===== config.mk =====
export PLATFORM = sky130hd
export DESIGN_NAME = regfile_sequencer
export DESIGN_NICKNAME = d
export VERILOG_FILES = /design/src/rtl/regfile_sequencer.sv
export SDC_FILE = /design/constraint.sdc
export NUM_CORES = 1
export LEC_CHECK = 0
export CAP_MARGIN = 20
export CORE_ASPECT_RATIO = 1.75
export CORE_MARGIN = 8
export CORE_UTILIZATION = 35
export CTS_CLUSTER_SIZE = 8
export DETAILED_ROUTE_END_ITERATION = 8
export DONT_BUFFER_PORTS = 1
export GPL_TIMING_DRIVEN = 0
export PLACE_DENSITY = 0.53
export SLEW_MARGIN = 20
export SYNTH_ARGS = -nofsm -noshare
export SYNTH_HDL_FRONTEND = slang
export SYNTH_SLANG_ARGS = --single-unit

===== constraint.sdc =====
create_clock -name Clock -period 5.4 [get_ports Clock]
set_input_delay 0.27 -clock Clock [delete_from_list [all_inputs] [get_ports Clock]]
set_output_delay 0.27 -clock Clock [all_outputs]
set_load 0.02 [all_outputs]

===== src/rtl/regfile_sequencer.sv =====
// Control-side sequencer for the 8-entry register file (R1-R4, S1-S4).
// Clears every register after reset, then runs one MOV/ALU/INC/DEC/CLR operation at a time.
module regfile_sequencer #(
  parameter logic [2:0]  FS_DEC      = 3'b000,
  parameter logic [2:0]  FS_INC      = 3'b001,
  parameter logic [2:0]  FS_LOAD     = 3'b010,
  parameter logic [2:0]  FS_CLR      = 3'b011,
  parameter int unsigned ALU_TIMEOUT = 15
) (
  input  logic       Clock,
  input  logic       Reset,
  input  logic       req_valid,
  output logic       req_ready,
  input  logic [2:0] req_op,
  input  logic [2:0] req_dst,
  input  logic [2:0] req_srca,
  input  logic [2:0] req_srcb,
  output logic [2:0] OutASel,
  output logic [2:0] OutBSel,
  output logic [2:0] FunSel,
  output logic [3:0] RegSel,
  output logic [3:0] ScrSel,
  output logic       ISel,
  output logic       alu_start,
  input  logic       alu_done,
  output logic       done,
  output logic       err,
  output logic       init_busy
);

  localparam int unsigned CNT_W = 8;
  localparam logic [CNT_W-1:0] TMO = CNT_W'(ALU_TIMEOUT);

  localparam logic [2:0] OP_MOV = 3'd0;
  localparam logic [2:0] OP_ALU = 3'd1;
  localparam logic [2:0] OP_INC = 3'd2;
  localparam logic [2:0] OP_DEC = 3'd3;
  localparam logic [2:0] OP_CLR = 3'd4;

  typedef enum logic [1:0] {INIT, IDLE, ALU_WAIT, WRITE} state_e;

  state_e           state_q;
  logic [2:0]       idx_q;
  logic [2:0]       dst_q;
  logic [CNT_W-1:0] cnt_q;

  // {RegSel, ScrSel} with only register idx enabled (R1 is the MSB)
  function automatic logic [7:0] sel_for(input logic [2:0] idx);
    return ~(8'b1000_0000 >> idx);
  endfunction

  function automatic logic [2:0] fun_for(input logic [2:0] op);
    case (op)
      OP_INC:  return FS_INC;
      OP_DEC:  return FS_DEC;
      OP_CLR:  return FS_CLR;
      default: return FS_LOAD;
    endcase
  endfunction

  // Outputs are registered: each edge loads the values for the cycle that follows it.
  always_ff @(posedge Clock) begin
    if (Reset) begin
      state_q   <= INIT;
      idx_q     <= 3'd0;
      dst_q     <= 3'd0;
      cnt_q     <= '0;
      req_ready <= 1'b0;
      OutASel   <= 3'd0;
      OutBSel   <= 3'd0;
      FunSel    <= FS_LOAD;
      RegSel    <= 4'b1111;
      ScrSel    <= 4'b1111;
      ISel      <= 1'b0;
      alu_start <= 1'b0;
      done      <= 1'b0;
      err       <= 1'b0;
      init_busy <= 1'b1;
    end else begin
      alu_start <= 1'b0;
      done      <= 1'b0;
      err       <= 1'b0;
      case (state_q)
        INIT: begin
          FunSel            <= FS_CLR;
          {RegSel, ScrSel}  <= sel_for(idx_q);
          idx_q             <= idx_q + 3'd1;
          if (idx_q == 3'd7) state_q <= IDLE;
        end

        IDLE: begin
          init_busy        <= 1'b0;
          req_ready        <= 1'b1;
          {RegSel, ScrSel} <= 8'hFF;
          ISel             <= 1'b0;
          FunSel           <= FS_LOAD;
          if (req_valid && req_ready) begin
            dst_q <= req_dst;
            case (req_op)
              OP_ALU: begin
                state_q   <= ALU_WAIT;
                req_ready <= 1'b0;
                alu_start <= 1'b1;
                OutASel   <= req_srca;
                OutBSel   <= req_srcb;
                cnt_q     <= '0;
              end
              OP_MOV, OP_INC, OP_DEC, OP_CLR: begin
                state_q          <= WRITE;
                req_ready        <= 1'b0;
                OutASel          <= (req_op == OP_MOV) ? req_srca : req_dst;
                FunSel           <= fun_for(req_op);
                {RegSel, ScrSel} <= sel_for(req_dst);
              end
              default: err <= 1'b1;
            endcase
          end
        end

        // The alu_start cycle itself never samples alu_done; done beats timeout on a tie.
        ALU_WAIT: begin
          if (!alu_start) begin
            if (alu_done) begin
              state_q          <= WRITE;
              ISel             <= 1'b1;
              FunSel           <= FS_LOAD;
              {RegSel, ScrSel} <= sel_for(dst_q);
            end else if (cnt_q + CNT_W'(1) == TMO) begin
              state_q   <= IDLE;
              err       <= 1'b1;
              req_ready <= 1'b1;
            end else begin
              cnt_q <= cnt_q + CNT_W'(1);
            end
          end
        end

        WRITE: begin
          state_q          <= IDLE;
          done             <= 1'b1;
          req_ready        <= 1'b1;
          {RegSel, ScrSel} <= 8'hFF;
          ISel             <= 1'b0;
          FunSel           <= FS_LOAD;
        end

        default: state_q <= INIT;
      endcase
    end
  end

endmodule

==> flow_metrics.tcl <==
set metrics [dict create \
    detail_route.drc_violations 0 \
    place.detailed.hpwl_mm 5.38 \
    net-switching-power_uw 365 \
    post_route_cells_drive_above_1_share_pct 13.7 \
    antenna-diode-count 0 \
    max-cap-violations 0 \
    die_area_mm2 0.0100 \
    final_core_utilization_pct 39.7 \
    layout_common_cells "dfxtp_1 (38), nor2_1 (27), nand2_1 (24), a221o_1 (16), a21oi_1 (16)" \
    timing.final.ws_setup_ps 3150 \
    leakagePower_uw 0.000977 \
    route.detailed.wl_per_inst_um 18.4 \
    detail-route-antenna-nets 0 \
    cts_hold_buffers 0 \
    synth-async-reset-ratio_pct 0 \
    gp_routability_congestion 0.882 \
    clock_sink_count 38 \
    power_uw 1010 \
    initial_utilization_pct 36.0 \
    core_rows 40 \
    cts_tree "yes" \
    numPortBuffers 0 \
    grt_use_total_pct 14.3 \
    netlist.top_cell.by_area "dfxtp_1" \
    finalNetCount 319 \
    finalHoldViolations 0 \
    chipWidth_um 79.3 \
    power.ir.vdd_worst_v 0.000306 \
    first_global_vias 2141 \
    power_frac_comb_pct 30.4 \
    critical_path.startpoint_type "register" \
    maxSlewHeadroom_pct 60.9 \
    cellPowerDensity_mw_per_mm2 375 \
    critPathArrivalTime_ps 2400 \
    cpMaxStageDelayCell "a2111oi_0" \
    clockPowerShare_pct 29.3 \
    endpoint_kind "register" \
    coreArea_mm2 0.00681 \
    antenna_violations_before_repair 0 \
    worstSkewPairLatency_ps 280 \
    crit_chain "inv_1, ha_1, clkbuf_1, and2b_2, a221o_2, a2111oi_0, a2111oi_1" \
    post_route_minimum_period_ps 2250 \
    synth.cell_area_mm2 0.00245 \
    detail_route.wirelength_mm 6.92 \
    tritoncts.num_buffers 5 \
    layout_worst_path_cycle_share_pct 41.7 \
    synth-warning-count 0 \
    worst_hold_path_type "in2reg" \
    h-tree-depth 2 \
    avgSynthCellArea_um2 8.67 \
    clk_pin_slew_worst_paths_ps 60 \
    synthFlopType "dfxtp_1" \
    total_via_count_after_detailed_routing 2112 \
    area_fraction_of_the_dominant_cell_type_after_synthesis_pct 31.0 \
    worst-slew-pin-transition_ps 580 \
    seq_area_um2 761 \
    switching_power_as_a_share_of_total_power_pct 35.9 \
    via_per_inst 5.63 \
    max-clock-path-buffers 2 \
    grt_max_degree 12 \
    root_buffer "clkbuf_16" \
    report.final.slew_viol_count 0 \
    initialDrtViolationCount 90 \
    final-setup-viol-count 0 \
    timing.critical_path.slowest_cell_delay_ps 450 \
    status "complete, no violations" \
    worst_clock_skew_ps 1.74 \
    postSynthCellCount 283 \
    setup-tns-final_ps 0 \
    cts_repair_resize_count 0 \
    intPower_uw 650 \
    layout-area-overhead-vs-synth_pct 10.3 \
    pwr-share-seq_pct 40.2 \
    die-height_um 127 \
    synth.yosys.seq_area_share_pct 31.0 \
    post_cts_buffers 0 \
    critPathMaxFanout 8 \
    synthDistinctLibCells 65 \
    synth-seq-cells 38 \
    fmax_mhz 445 \
    commonest_non_fill_non_tap_cell_in_the_layout "dfxtp_1" \
    pin_count 39 \
    layout.filler_cells 749 \
    drtPass1Iterations 4 \
    wire_length_of_the_first_global_routing_pass_mm 11.2 \
    mappedNetlistNets 312 \
    setup.worst_path.class "reg2reg" \
    multiInputGateArea_mm2 0.00147 \
    setup_repair_after_global_routing_missed_its_margin "no" \
    grt_overflow 0 \
    required_ps 5550 \
    synth-edff-count 0 \
    netlist_top_cells_area "dfxtp_1 (31%), ha_1 (6.6%), a221o_1 (6.5%)" \
    dp_worst_setup_slack_ps 3180 \
]
## logic make-up (layout without fill, tap and decap cells)
kind of cell,count (synthesis),count (layout),synth area share [%]
xor gates and xnor gates,2,2,0.714
DFF,38,38,31.0
muxes,6,6,3.01
AOI/OAI and AO/OA,78,78,25.4
buffers and inverters,36,44,8.88
adders and majority gates,13,13,6.63
other,1,1,0.153
and+or+nand+nor,109,109,24.2
## power by group through the flow
stage	combinational [uW]	sequential (uW)	clock (uW)
global route	348	416	320
floorplan	242	400	0
finish	309	408	298
detailed placement	310	417	0
CTS	313	411	305
global placement	310	416	0
## final cells by class
| class | instances | area share [%] |
|---|---|---|
| multi-input cells | 209 | 54.5 |
| inverters | 12 | 1.67 |
| plain buffers | 24 | 6.38 |
| well taps | 84 | 3.89 |
| clock inverters | 1 | 0.185 |
| flip-flops and latches | 38 | 28.1 |
| clock buffers | 7 | 5.27 |
## state kept, by name, summed over array words and instances, names as in the netlist
name and count:
cnt_q 8, RegSel 4, ScrSel 4, OutASel 3, OutBSel 3, dst_q 3, idx_q 3, FunSel 2
state_q 2, ISel 1, alu_start 1, done 1, err 1, init_busy 1, req_ready 1
## metrics by stage
stage / hold slack (ps) / cell area (um2) / std cells
6_report: 120 / 2710 / 375
5_1_grt: 124 / 2710 / 375
4_1_cts: 108 / 2710 / 375
3_5_place_dp: 415 / 2560 / 367
3_3_place_gp: 411 / 2560 / 367
2_1_floorplan: 406 / 2450 / 283
## synth_stat cells, types with 2 or more instances
cell type / number
ha_1: 13
nor3_1: 6
a211oi_1: 3
mux2i_1: 4
a21oi_1: 16
nor3b_1: 3
nand2_1: 24
o21ai_0: 5
a2111oi_0: 2
a221o_1: 16
a211o_1: 2
a31oi_1: 8
nand4b_1: 4
a21o_1: 2
nor2_1: 27
and2_1: 2
nand3_1: 9
clkbuf_1: 11
nor2b_1: 3
xnor2_1: 2
buf_6: 4
dfxtp_1: 38
or3_1: 4
or4_1: 2
buf_4: 3
and2b_2: 3
and3_1: 2
o221ai_1: 2
o21a_1: 3
nand3b_1: 4
nand4_1: 3
or2_2: 3
clkbuf_8: 4
o21ai_2: 2
inv_1: 12
o22ai_1: 3
## routing by layer
layer	track usage [%]	part of all wire (%)
met5	0	0
met1	13.5	36
met4	7.35	2.9
met2	27.1	58
met3	3.11	3.2
## worst max-delay path, delay by kind of cell (launching register included)
kind | cells | cell delay [ps]
AOI/OAI and AO/OA | 3 | 910
DFF | 1 | 390
buffers and inverters | 2 | 350
and+or+nand+nor | 1 | 270
adders and majority gates | 1 | 200
## worst paths after layout
| kind | startpoint | endpoint | slack [ps] | cells after the start |
|---|---|---|---|---|
| worst min-delay path | req_dst[1] | dst_q[1] | 120 | 2 |
| worst max-delay path | state_q[0] | state_q[0] | 3150 | 7 |
| worst max register to register | state_q[0] | state_q[0] | 3150 | 7 |
| worst min register to register | OutASel[1] | OutASel[1] | 560 | 2 |
(Power assumes the default switching activity.)
